===== config.mk =====
export PLATFORM = sky130hd
export DESIGN_NAME = simulador_portao
export DESIGN_NICKNAME = d
export VERILOG_FILES = /design/src/rtl/simulador_portao_pkg.sv /design/src/rtl/simulador_portao_divisor_tick.sv /design/src/rtl/simulador_portao.sv
export SDC_FILE = /design/constraint.sdc
export NUM_CORES = 1
export LEC_CHECK = 0
export ABC_AREA = 0
export ABC_CLOCK_PERIOD_IN_PS = 2250
export CAP_MARGIN = 25
export CORE_MARGIN = 1
export CORE_UTILIZATION = 48
export CTS_CLUSTER_SIZE = 25
export DETAILED_ROUTE_END_ITERATION = 8
export PLACE_DENSITY = 0.81
export SLEW_MARGIN = 30
export SYNTH_ARGS = -nofsm -noshare
export SYNTH_HDL_FRONTEND = slang
export SYNTH_SLANG_ARGS = --single-unit

===== constraint.sdc =====
create_clock -name clk -period 2.25 [get_ports clk]
set_input_delay 0.45 -clock clk [delete_from_list [all_inputs] [get_ports clk]]
set_output_delay 0.45 -clock clk [all_outputs]
set_load 0.005 [all_outputs]

===== src/rtl/simulador_portao_pkg.sv =====
// Shared definitions for the gate plant model and the gate controller:
// state encoding and the active-low 7-segment patterns {g,f,e,d,c,b,a}.
package pacote_portao;

  typedef enum logic [2:0] {
    FECHADO  = 3'd0,
    ABRINDO  = 3'd1,
    ABERTO   = 3'd2,
    FECHANDO = 3'd3,
    PARADO   = 3'd4
  } estado_t;

  localparam logic [6:0] SEG_F   = 7'b0001110;  // 'F' closed
  localparam logic [6:0] SEG_A   = 7'b0001000;  // 'A' open
  localparam logic [6:0] SEG_P   = 7'b0001100;  // 'P' stopped
  localparam logic [6:0] SEG_MOV = 7'b0111111;  // '-' moving

  // True for the two travelling states
  function automatic logic esta_movendo(input estado_t e);
    logic r;
    case (e)
      ABRINDO:  r = 1'b1;
      FECHANDO: r = 1'b1;
      default:  r = 1'b0;
    endcase
    return r;
  endfunction

  // 7-segment glyph shown for each state
  function automatic logic [6:0] display_de(input estado_t e);
    logic [6:0] r;
    case (e)
      FECHADO:  r = SEG_F;
      ABERTO:   r = SEG_A;
      PARADO:   r = SEG_P;
      ABRINDO:  r = SEG_MOV;
      FECHANDO: r = SEG_MOV;
      default:  r = SEG_F;
    endcase
    return r;
  endfunction

endpackage


===== src/rtl/simulador_portao_divisor_tick.sv =====
// Step prescaler for the gate plant: counts 0..TICK_DIV-1 while enabled and
// flags the cycle in which the counter sits on its last value. `clear`
// restarts the count (used on every entry into motion) and wins over enable.
module divisor_tick #(
  parameter int TICK_DIV = 1
) (
  input  logic clk,
  input  logic reset,
  input  logic clear,
  input  logic enable,
  output logic pulso
);

  localparam int DW = (TICK_DIV > 1) ? $clog2(TICK_DIV) : 1;
  localparam logic [DW-1:0] ULTIMO = DW'(TICK_DIV - 1);
  localparam logic [DW-1:0] ZERO   = DW'(0);
  localparam logic [DW-1:0] UM     = DW'(1);

  logic [DW-1:0] div_q;
  logic [DW-1:0] div_d;

  // Next count: clear first, then wrap at the last value while enabled
  always_comb begin
    div_d = div_q;
    if (clear) begin
      div_d = ZERO;
    end else if (enable) begin
      if (div_q == ULTIMO) begin
        div_d = ZERO;
      end else begin
        div_d = div_q + UM;
      end
    end else begin
      div_d = div_q;
    end
  end

  // Counter register with synchronous reset
  always_ff @(posedge clk) begin
    if (reset) begin
      div_q <= ZERO;
    end else begin
      div_q <= div_d;
    end
  end

  assign pulso = enable & (div_q == ULTIMO);

endmodule


===== src/rtl/simulador_portao.sv =====
// Plant model of the motorised gate. Integrates a position from the motor
// commands and drives the limit switches consumed by the gate controller.
// Optional feature macro: SIMULA_OBSTACULO_EN adds the `obstaculo` input, a
// safety reversal while closing, and the close-inhibit flag bloq_fechar.
module simulador_portao
  import pacote_portao::*;
#(
  parameter int CURSO    = 100,
  parameter int W        = 7,
  parameter int TICK_DIV = 1
) (
  input  logic         clk,
  input  logic         reset,
  input  logic         motor_abrir,
  input  logic         motor_fechar,
`ifdef SIMULA_OBSTACULO_EN
  input  logic         obstaculo,
`endif
  output logic         aberto,
  output logic         fechado,
  output logic [W-1:0] posicao,
  output logic         em_movimento,
  output logic         erro,
  output logic [6:0]   display
);

  localparam logic [W-1:0] POS_MAX  = W'(CURSO);
  localparam logic [W-1:0] POS_ZERO = W'(0);
  localparam logic [W-1:0] UM       = W'(1);

  estado_t        estado_q, estado_d;
  logic [W-1:0]   posicao_q, posicao_d;
  logic           aberto_q, aberto_d;
  logic           fechado_q, fechado_d;
  logic           em_movimento_q, em_movimento_d;
  logic           erro_q, erro_d;
  logic [6:0]     display_q, display_d;

  logic           ambos_s;
  logic           fechar_ef_s;
  logic           abre_s;
  logic           fecha_s;
  logic           segura_abertura_s;
  logic           passo_s;
  logic           entra_mov_s;
  logic           movendo_s;

`ifdef SIMULA_OBSTACULO_EN
  logic           bloq_fechar_q, bloq_fechar_d;

  // Close request is masked while the safety reversal flag is up; a masked
  // close request held during the reopening keeps the gate opening
  always_comb begin
    fechar_ef_s       = motor_fechar & ~bloq_fechar_q;
    segura_abertura_s = bloq_fechar_q & motor_fechar & ~motor_abrir;
  end

  // Flag set by an obstacle while closing, cleared once close is released
  always_comb begin
    bloq_fechar_d = bloq_fechar_q;
    if ((estado_q == FECHANDO) && obstaculo) begin
      bloq_fechar_d = 1'b1;
    end else if (!motor_fechar) begin
      bloq_fechar_d = 1'b0;
    end else begin
      bloq_fechar_d = bloq_fechar_q;
    end
  end

  // Close-inhibit flag register
  always_ff @(posedge clk) begin
    if (reset) begin
      bloq_fechar_q <= 1'b0;
    end else begin
      bloq_fechar_q <= bloq_fechar_d;
    end
  end
`else
  // Without the obstacle feature the close command is used unmodified
  always_comb begin
    fechar_ef_s       = motor_fechar;
    segura_abertura_s = 1'b0;
  end
`endif

  // Decoded commands: raw 11 is a conflict and never starts motion
  always_comb begin
    ambos_s = motor_abrir & motor_fechar;
    abre_s  = motor_abrir & ~fechar_ef_s & ~ambos_s;
    fecha_s = fechar_ef_s & ~motor_abrir;
  end

  divisor_tick #(
    .TICK_DIV (TICK_DIV)
  ) u_divisor (
    .clk    (clk),
    .reset  (reset),
    .clear  (entra_mov_s),
    .enable (movendo_s),
    .pulso  (passo_s)
  );

  // Next state and position; steps only happen while staying in motion
  always_comb begin
    estado_d  = estado_q;
    posicao_d = posicao_q;
    case (estado_q)
      FECHADO: begin
        if (abre_s) begin
          estado_d = ABRINDO;
        end else begin
          estado_d = FECHADO;
        end
      end
      ABERTO: begin
        if (fecha_s) begin
          estado_d = FECHANDO;
        end else begin
          estado_d = ABERTO;
        end
      end
      ABRINDO: begin
        if (ambos_s) begin
          estado_d = PARADO;
        end else if (fecha_s) begin
          estado_d = FECHANDO;
        end else if (motor_abrir || segura_abertura_s) begin
          estado_d = ABRINDO;
          if (passo_s) begin
            if (posicao_q >= (POS_MAX - UM)) begin
              posicao_d = POS_MAX;
              estado_d  = ABERTO;
            end else begin
              posicao_d = posicao_q + UM;
            end
          end else begin
            posicao_d = posicao_q;
          end
        end else begin
          estado_d = PARADO;
        end
      end
      FECHANDO: begin
`ifdef SIMULA_OBSTACULO_EN
        if (obstaculo) begin
          estado_d = ABRINDO;
        end else
`endif
        if (ambos_s) begin
          estado_d = PARADO;
        end else if (abre_s) begin
          estado_d = ABRINDO;
        end else if (fecha_s) begin
          estado_d = FECHANDO;
          if (passo_s) begin
            if (posicao_q <= UM) begin
              posicao_d = POS_ZERO;
              estado_d  = FECHADO;
            end else begin
              posicao_d = posicao_q - UM;
            end
          end else begin
            posicao_d = posicao_q;
          end
        end else begin
          estado_d = PARADO;
        end
      end
      PARADO: begin
        if (abre_s && (posicao_q < POS_MAX)) begin
          estado_d = ABRINDO;
        end else if (fecha_s && (posicao_q != POS_ZERO)) begin
          estado_d = FECHANDO;
        end else begin
          estado_d = PARADO;
        end
      end
      default: begin
        estado_d  = FECHADO;
        posicao_d = POS_ZERO;
      end
    endcase
  end

  // Divider control and registered-output values from the post-edge state
  always_comb begin
    movendo_s      = esta_movendo(estado_q);
    entra_mov_s    = esta_movendo(estado_d) && (estado_d != estado_q);
    aberto_d       = (posicao_d == POS_MAX);
    fechado_d      = (posicao_d == POS_ZERO);
    em_movimento_d = esta_movendo(estado_d);
    erro_d         = ambos_s;
    display_d      = display_de(estado_d);
  end

  // State, position and output registers; reset wins in every state
  always_ff @(posedge clk) begin
    if (reset) begin
      estado_q       <= FECHADO;
      posicao_q      <= POS_ZERO;
      aberto_q       <= 1'b0;
      fechado_q      <= 1'b1;
      em_movimento_q <= 1'b0;
      erro_q         <= 1'b0;
      display_q      <= SEG_F;
    end else begin
      estado_q       <= estado_d;
      posicao_q      <= posicao_d;
      aberto_q       <= aberto_d;
      fechado_q      <= fechado_d;
      em_movimento_q <= em_movimento_d;
      erro_q         <= erro_d;
      display_q      <= display_d;
    end
  end

  assign aberto       = aberto_q;
  assign fechado      = fechado_q;
  assign posicao      = posicao_q;
  assign em_movimento = em_movimento_q;
  assign erro         = erro_q;
  assign display      = display_q;

endmodule

==> results by group, run 1 <==
Placement
  • Placed cells: 252
  • Routability Congestion: 1.031
  • Post-DP Area: 1869 um^2
  • Port-buffer cells: 19
  • Detail Placement HPWL: 3283 um
  • DP Worst Slack: -657.5 ps

Synthesis
  • Mapped Nets: 187
  • Top cell type's share of synthesized area: 0.2401
  • Post-synthesis cell count: 177
  • Netlist cell types: 60
  • Ys Warns: 0
  • Cell Area, Synth: 1418 um^2
  • Sequential area share after synthesis: 0.2401
  • FFs w/ async S/R, synth: 0
  • Top FF cell, synth: dfxtp_1
  • Yosys top cell by area: dfxtp_1
  • Post-synth EDFFs: 0
  • Synth area leaders: dfxtp_1 24%, ha_1 5.3%, nand2_1 3.4%, nor2_1 3.4%, nor3b_1 3.2%
  • Syn avg cell area: 8.009 um^2
  • Synthesized flop and latch total: 17

Final layout
  • Synthesis-to-layout area growth: 38.22%
  • Layout net count: 237
  • Layout cells sized above 1: 0.3009
  • Most frequent cells in the layout: 41 x buf_4, 17 x clkdlybuf4s50_1, 15 x dfxtp_1
  • Design area: 1959 um^2
  • Finished Layout Cells: 257
  • N_diodes: 0
  • Commonest non-fill, non-tap cell in the layout: buf_4
  • Final core occ: 0.7045

Die
  • Ports: 22
  • Row cnt: 19
  • Chip width: 56.35 um
  • Die ar.: 3175 um^2
  • Initial Util: 0.5097
  • Die Y: 56.35 um
  • Core area: 2781 um^2

Power and ir drop
  • Seq pwr share: 0.488
  • P_sw: 189.9 uW
  • Leakage: 0.7772 nW
  • Clock power share: 0.241
  • Power Density: 338.2 nW/um^2
  • Switching part of the total: 0.2865
  • Logic gate share of total power: 0.272
  • Internal: 472.8 uW
  • Peak supply drop: 0.0005110 V

Routing
  • WL per Instance: 16.95 um
  • Avg Vias per Cell: 6.128
  • Routed WL: 4356 um
  • Top layer reached by signal wires: met4
  • M1 WL: 1687 um
  • Wire length on met2: 2274 um
  • DRT iter0 DRCs: 60
  • Antenna Nets Post-Route: 0
  • WL met3: 305 um
  • First drt pass iteration count: 4
  • DRC viols: 0
  • Vias: 1575

Status
  • Failing checks: negative setup slack
  • Status: finished with violations

STA
  • Period utilisation layout: 1.003
  • Highest clock rate: 443.0 MHz
  • Final setup viols: 1
  • Worst hold margin: 761.9 ps
  • Relative slew margins: 0.6369
  • Clk_skew: 2.776 ps
  • Final Max Tran Viols: 0
  • Final hold violation count: 0
  • Fin crit period: 2258 ps
  • Setup ws final: -7.591 ps
  • Slew @ Worst Pin: 540.0 ps
  • Unrepaired setup endpoints after global routing: true

CTS
  • Cts hold-fix bufs: 0
  • Clock Tree Buf Depth: 2
  • CTS root buf: clkbuf_4
  • Clock Sinks: 17
  • Total CTS buffers: 3
  • Clock Latency Late Sink: 290 ps
  • Clock slew at reported path FFs: 80 ps
  • CTS tree: done
  • H-tree levels: 1

Global routing
  • Total GRT Usage: 0.2828
  • Antenna violations before repair: 0
  • Wire length of the first global-routing pass: 6975 um
  • Largest net degree at the start of global routing: 14
  • Vias in the first global route: 1560
  • Grt ovf: 0

Worst setup path
  • CP peak stage delay: 540 ps
  • Crit-path slowest cell: or4bb_4
  • Worst Path Max Fanout: 5
  • CP endpoint kind: flip-flop
  • Required @ worst endpoint: 2490 ps
  • CP cell instances: clkdlybuf4s15_2 -> inv_2 -> ha_4 -> or4bb_4 -> a31oi_4 -> o21ai_2 -> a211oi_2 -> nand4_1 -> and4b_1
  • CP Class: input pin to flip-flop
  • Buf/Inv on CP: 2
  • Crit path launch type: input pin
  • Crit path DAT: 2500 ps
  • Top delay family on crit path: simple AND/OR/NAND/NOR gates

Run
  • Max cap viols: 0

Min path
  • Hold Crit Class: flip-flop to flip-flop
==> through the flow <==
stage | power (mW) | setup TNS (ps)
floorplan | 0.4198 | 0
global placement | 0.4966 | -4431
detailed placement | 0.5021 | -5904
CTS | 0.6577 | -8.054
global route | 0.6976 | -88.14
finish | 0.6627 | -7.591
==> logic make-up after synthesis <==
logic type,share of synthesized area
compound gates,0.2895
xor+xnor,0.01236
fa+ha+maj,0.05296
buf+inv,0.07149
flops,0.2401
other cells,0.005298
simple gates,0.3283
==> worst register-to-register path: cells and delay by family (launching register included) <==
family          cells  cell delay [ps]
simple gates        2              440
buf+inv             3              360
flops               1              370
compound gates      4              830
fa+ha+maj           1              140
==> area by class of cell <==
class	count	area (um^2)
clock buffer	4	26.28
fill	223	822.0
inverter	5	18.77
multi-input combinational	140	1033
sequential	17	347.8
tap	31	38.79
timing repair buffer	60	494.2
==> state kept, by name, indices dropped and copies added, names as in the netlist <==
signal        flops
posicao           7
display           3
estado_q          3
aberto            1
em_movimento      1
erro              1
fechado           1
==> power by group through the flow <==
stage	Sequential [mW]	Clock, mW	Combinational (mW)
6_report	0.323	0.159	0.180
5_1_grt	0.325	0.178	0.194
4_1_cts	0.325	0.160	0.173
3_5_place_dp	0.332	0	0.170
3_3_place_gp	0.331	0	0.166
2_1_floorplan	0.325	0	0.0949
==> timing repair <==
action | CTS | global route
hold endpoints to repair | 0 | 0
cloned | 0 | 0
resized for setup | 8 | 13
pin swaps | 3 | 6
buffers inserted | 1 | 0
setup endpoints to repair | 11 | 5
==> cells in the mapped netlist, types with 2 or more instances <==
| library cell | count |
|---|---|
| buf_4 | 4 |
| a21oi_1 | 8 |
| o21ai_0 | 8 |
| inv_1 | 5 |
| nand3_1 | 7 |
| a21o_1 | 2 |
| nor3_1 | 7 |
| ha_1 | 6 |
| nand2_1 | 13 |
| buf_2 | 3 |
| a41oi_1 | 2 |
| dfxtp_1 | 17 |
| o21ai_1 | 2 |
| a211oi_1 | 2 |
| o31ai_1 | 2 |
| clkbuf_1 | 7 |
| nand2b_1 | 5 |
| nor2_1 | 13 |
| and2_1 | 3 |
| nor2b_1 | 6 |
| nor3b_1 | 6 |
| conb_1 | 2 |
| o21a_1 | 2 |
| nand4_1 | 5 |
| a31oi_1 | 3 |
| or3_1 | 2 |
| o2111a_1 | 2 |
==> worst paths after layout <==
path         slack (ps)  cells past startpoint                     to                   from
max                  -8                      9      aberto$_SDFF_PP0_           motor_fechar
min                 760                      3  posicao[5]$_SDFF_PP0_  posicao[5]$_SDFF_PP0_
max reg2reg          60                     10      aberto$_SDFF_PP0_  posicao[1]$_SDFF_PP0_
min reg2reg         760                      3  posicao[5]$_SDFF_PP0_  posicao[5]$_SDFF_PP0_
==> routing by layer <==
metal / GRT usage / vias up
met5: 0 / -
met4: 0.1080 / 0
met3: 0.06682 / 13
met2: 0.5000 / 75
met1: 0.3281 / 736
li1: - / 751
Power figures use the tool's default switching activity.
==> run 2: changes to the inputs <==
PLACE_DENSITY = not set   (was 0.81)
PLACE_DENSITY_LB_ADDON = 0.05   (was not set)
==> results by group, run 2 (synthesized netlist as in run 1, its figures left out) <==
Status
  • Status: finished with violations
  • Failing checks: negative setup slack

Die
  • Die ar.: 3175 um^2
  • Initial Util: 0.5097
  • Core area: 2781 um^2
  • Row cnt: 19
  • Ports: 22
  • Chip width: 56.35 um
  • Die Y: 56.35 um

Placement
  • Routability Congestion: 0.9241
  • Port-buffer cells: 19
  • Detail Placement HPWL: 3316 um

Worst setup path
  • Crit path DAT: 2510 ps
  • Worst Path Max Fanout: 4
  • CP peak stage delay: 570 ps
  • R2R Setup Slk: -80 ps
  • Worst R2R Path Depth: 7
  • CP cell instances: or4_4 -> buf_4 -> o311ai_4 -> o22ai_1 -> nor2_1 -> nand4_1 -> o41ai_2
  • CP Class: flip-flop to flip-flop
  • Reg2reg start: posicao[4]$_SDFF_PP0_
  • R2r endpoint: fechado$_SDFF_PP1_
  • Crit path launch type: flip-flop
  • Levels on crit path: 7
  • Buf/Inv on CP: 1
  • Required @ worst endpoint: 2440 ps
  • CP endpoint kind: flip-flop
  • Top delay family on crit path: simple AND/OR/NAND/NOR gates
  • Crit-path slowest cell: or4_4

Routing
  • Wire length on met2: 2244 um
  • Routed WL: 4462 um
  • WL per Instance: 17.16 um
  • DRT iter0 DRCs: 91
  • Avg Vias per Cell: 5.985
  • WL met3: 355 um
  • Antenna Nets Post-Route: 0
  • DRC viols: 0
  • M1 WL: 1803 um
  • Top layer reached by signal wires: met4
  • Vias: 1556
  • First drt pass iteration count: 4

CTS
  • Clock slew at reported path FFs: 90 ps
  • CTS root buf: clkbuf_4
  • Clock Sinks: 17
  • Cts hold-fix bufs: 0
  • Total CTS buffers: 3
  • CTS tree: done
  • H-tree levels: 1
  • Clock Latency Late Sink: 280 ps
  • Clock Tree Buf Depth: 2

STA
  • Setup TNS: -150.5 ps
  • Final Max Tran Viols: 0
  • Fin crit period: 2328 ps
  • Final hold violation count: 0
  • Period utilisation layout: 1.034
  • Clk_skew: 1.274 ps
  • Highest clock rate: 429.6 MHz
  • Setup ws final: -77.56 ps
  • Unrepaired setup endpoints after global routing: true
  • Final setup viols: 2

Power and ir drop
  • Leakage: 0.7945 nW
  • Peak supply drop: 0.0007144 V
  • Tot Pwr: 671.3 uW
  • Power Density: 333.6 nW/um^2

Final layout
  • Max reg flops: 7
  • Commonest non-fill, non-tap cell in the layout: buf_4
  • Most frequent cells in the layout: 43 x buf_4, 17 x clkdlybuf4s50_1, 16 x dfxtp_1
  • Layout cells sized above 1: 0.3231
  • N_diodes: 0
  • Synthesis-to-layout area growth: 41.92%
  • Layout net count: 240

Global routing
  • Wire length of the first global-routing pass: 7086 um
  • Vias in the first global route: 1483
  • Grt ovf: 0
  • Largest net degree at the start of global routing: 19
  • Total GRT Usage: 0.2830
  • Antenna violations before repair: 0

Min path
  • Hold Crit Class: flip-flop to flip-flop
  • Hold_sp: posicao[5]$_SDFF_PP0_
  • WHS Endpoint: posicao[5]$_SDFF_PP0_
  • Hold path depth: 3

Run
  • Max cap viols: 0
run 2: where the power goes:
group,internal (mW),leakage [nW],switching [mW]
clock network,0.0689,0.0150,0.0844
logic,0.102,0.641,0.0928
registers,0.311,0.138,0.0129
run 2: worst max-delay path by stage:
| stage | startpoint | to | slack (ps) |
|---|---|---|---|
| after floorplan | motor_fechar | aberto$_SDFF_PP0_ | 5 |
| after global placement | motor_fechar | display[2]$_SDFF_PP1_ | -560 |
| after detailed placement | motor_fechar | aberto$_SDFF_PP0_ | -620 |
| after CTS | motor_fechar | aberto$_SDFF_PP0_ | 1 |
| after global routing | posicao[4]$_SDFF_PP0_ | fechado$_SDFF_PP1_ | -150 |
| final | posicao[4]$_SDFF_PP0_ | fechado$_SDFF_PP1_ | -80 |
run 2: layer usage:
metal / up-vias / GRT usage
met1: 720 / 0.3746
met4: 0 / 0.07666
met5: - / 0
li1: 759 / -
met2: 71 / 0.4660
met3: 6 / 0.05991
run 2: final cells by class:
cell class	count	area (um^2)
multi-input cells	140	1072
clock buffers	4	26.28
repair buffers	63	514.2
inverters	5	18.77
fillers	217	769.5
well taps	31	38.79
flip-flops and latches	17	341.6
run 2: through the flow:
step	util	hold slack, ps	cells	setup WS (ps)	area (um^2)
6_report	0.7233	755.6	260	-77.56	2012
5_1_grt	0.7233	828.7	260	-147.0	2012
4_1_cts	0.6941	748.4	257	1.018	1931
3_5_place_dp	0.6748	723.3	253	-623.0	1877
3_3_place_gp	0.6748	723.6	253	-563.1	1877
2_1_floorplan	-	521.6	177	5.111	1435
run 2: tightest hold or removal path: stages (launching register included):
cell,delay (ps)
dfxtp_1,320
buf_4,170
o21ai_0,110
a31oi_1,100
run 2: what timing repair did:
action / in CTS / in global routing
pin swaps: 0 / 12
setup buffers: 0 / 4
gates resized for setup: 9 / 17
setup endpoints to repair: 13 / 9
hold endpoints to repair: 0 / 0
==> run 3: changes to the inputs <==
CAP_MARGIN = not set   (was 25)
PLACE_DENSITY = 0.74   (was not set)
PLACE_DENSITY_LB_ADDON = not set   (was 0.05)
==> results by group, run 3 (synthesized netlist as in run 1, its figures left out) <==
Routing
  • Routed WL: 4697 um
  • Antenna Nets Post-Route: 0
  • First drt pass iteration count: 4
  • Avg Vias per Cell: 6.220
  • DRC viols: 0
  • WL per Instance: 18.14 um
  • Vias: 1611
  • DRT iter0 DRCs: 105

Power and ir drop
  • Peak supply drop: 0.0005771 V
  • Tot Pwr: 675.7 uW
  • Leakage: 0.7907 nW
  • Power Density: 337.1 nW/um^2

Worst setup path
  • Crit-path slowest cell: or4b_4
  • Crit path DAT: 2420 ps
  • CP Class: input pin to flip-flop
  • Worst Path Max Fanout: 7
  • CP cell instances: buf_2 -> inv_2 -> ha_4 -> or4b_4 -> a31oi_4 -> o21ai_2 -> a211oi_2 -> nand4_1 -> o41ai_2
  • CP endpoint kind: flip-flop
  • CP peak stage delay: 490 ps
  • Crit path launch type: input pin
  • Required @ worst endpoint: 2450 ps

Run
  • Max cap viols: 0

STA
  • Relative slew margins: 0.6101
  • Period utilisation layout: 0.9864
  • Final Max Tran Viols: 0
  • Unrepaired setup endpoints after global routing: true
  • Slew @ Worst Pin: 584.0 ps
  • Final hold violation count: 0
  • Setup TNS: 0 ps
  • Final setup viols: 0
  • Fin crit period: 2219 ps
  • Clk_skew: 5.200 ps
  • Highest clock rate: 450.6 MHz

Global routing
  • Total GRT Usage: 0.3029
  • Antenna violations before repair: 0
  • Wire length of the first global-routing pass: 7507 um
  • Vias in the first global route: 1556
  • Grt ovf: 0
  • Largest net degree at the start of global routing: 15

Die
  • Ports: 22
  • Die Y: 56.35 um
  • Die ar.: 3175 um^2
  • Core area: 2781 um^2
  • Chip width: 56.35 um
  • Initial Util: 0.5097
  • Row cnt: 19

CTS
  • Clock Tree Buf Depth: 2
  • Clock Sinks: 17
  • H-tree levels: 1
  • Clock Latency Late Sink: 290 ps
  • Clock slew at reported path FFs: 90 ps
  • CTS tree: done
  • Total CTS buffers: 3
  • CTS root buf: clkbuf_4
  • Cts hold-fix bufs: 0

Final layout
  • Design area: 2004 um^2
  • N_diodes: 0
  • Synthesis-to-layout area growth: 41.39%
  • Layout cells sized above 1: 0.3202
  • Max reg flops: 7
  • Layout net count: 239
  • Commonest non-fill, non-tap cell in the layout: buf_4
  • Most frequent cells in the layout: 43 x buf_4, 17 x clkdlybuf4s50_1, 13 x nor2_1, 13 x nand2_1, 13 x dfxtp_1

Placement
  • Port-buffer cells: 19
  • Detail Placement HPWL: 3616 um
  • Post-DP Area: 1877 um^2
  • Routability Congestion: 0.9908

Min path
  • Hold Crit Class: input pin to flip-flop

Status
  • Status: finished, final reports clean
[run 3: changes by cell type in the layout (fill, tap and decap cells not counted), moves of 2 or more]
cell,previous run,this run
clkbuf_2,2,0
ha_4,0,3
dfxtp_2,1,4
ha_2,3,0
dfxtp_1,16,13
a21oi_1,6,8
a21oi_2,2,0
[run 3: layout make-up]
class,instances,area (um^2)
clock buffer,4,26.28
fill,223,777.0
timing repair buffer,62,509.2
sequential,17,345.3
tap,31,38.79
multi-input combinational,140,1066
inverter,5,18.77
[run 3: critical path: cells and delay by family]
family          cells  cell delay [ps]
compound gates      4              890
buf+inv             2              250
simple gates        2              650
fa+ha+maj           1              190
[run 3: report_power, final]
group          switching (mW)  internal (mW)  total [mW]
registers              0.0158          0.311       0.327
clock network          0.0909         0.0689       0.160
logic                  0.0896         0.0994       0.189
[run 3: timing repair]
action	4_1_cts	5_1_grt
pin swaps	1	10
hold endpoints to repair	0	0
gates resized for setup	12	18
setup endpoints to repair	10	7
setup buffers	0	2
[run 3: worst paths after layout]
check / startpoint / endpoint / slack [ps] / depth (start not counted)
max: motor_abrir / fechado$_SDFF_PP1_ / 30 / 9
max reg2reg: posicao[4]$_SDFF_PP0_ / fechado$_SDFF_PP1_ / 40 / 7
min: motor_fechar / erro$_SDFF_PP0_ / 720 / 4
min reg2reg: posicao[5]$_SDFF_PP0_ / posicao[5]$_SDFF_PP0_ / 770 / 3
[run 3: metal layers]
metal	global-route usage	part of all wire	up-vias
met2	0.5170	0.52	74
met1	0.3801	0.38	766
met3	0.05530	0.070	10
met4	0.1080	0.028	0
li1	-	-	761
met5	0	0	-
[run 3: metrics by stage]
stage	instances	utilization	hold WS, ps	worst slack [ps]
after detailed placement	253	0.6748	724.5	-647.1
final	259	0.7206	719.2	30.53
after global placement	253	0.6748	736.6	-558.6
after CTS	257	0.7018	748.4	6.388
after global routing	259	0.7206	731.6	-67.41
after floorplan	177	-	521.6	5.111
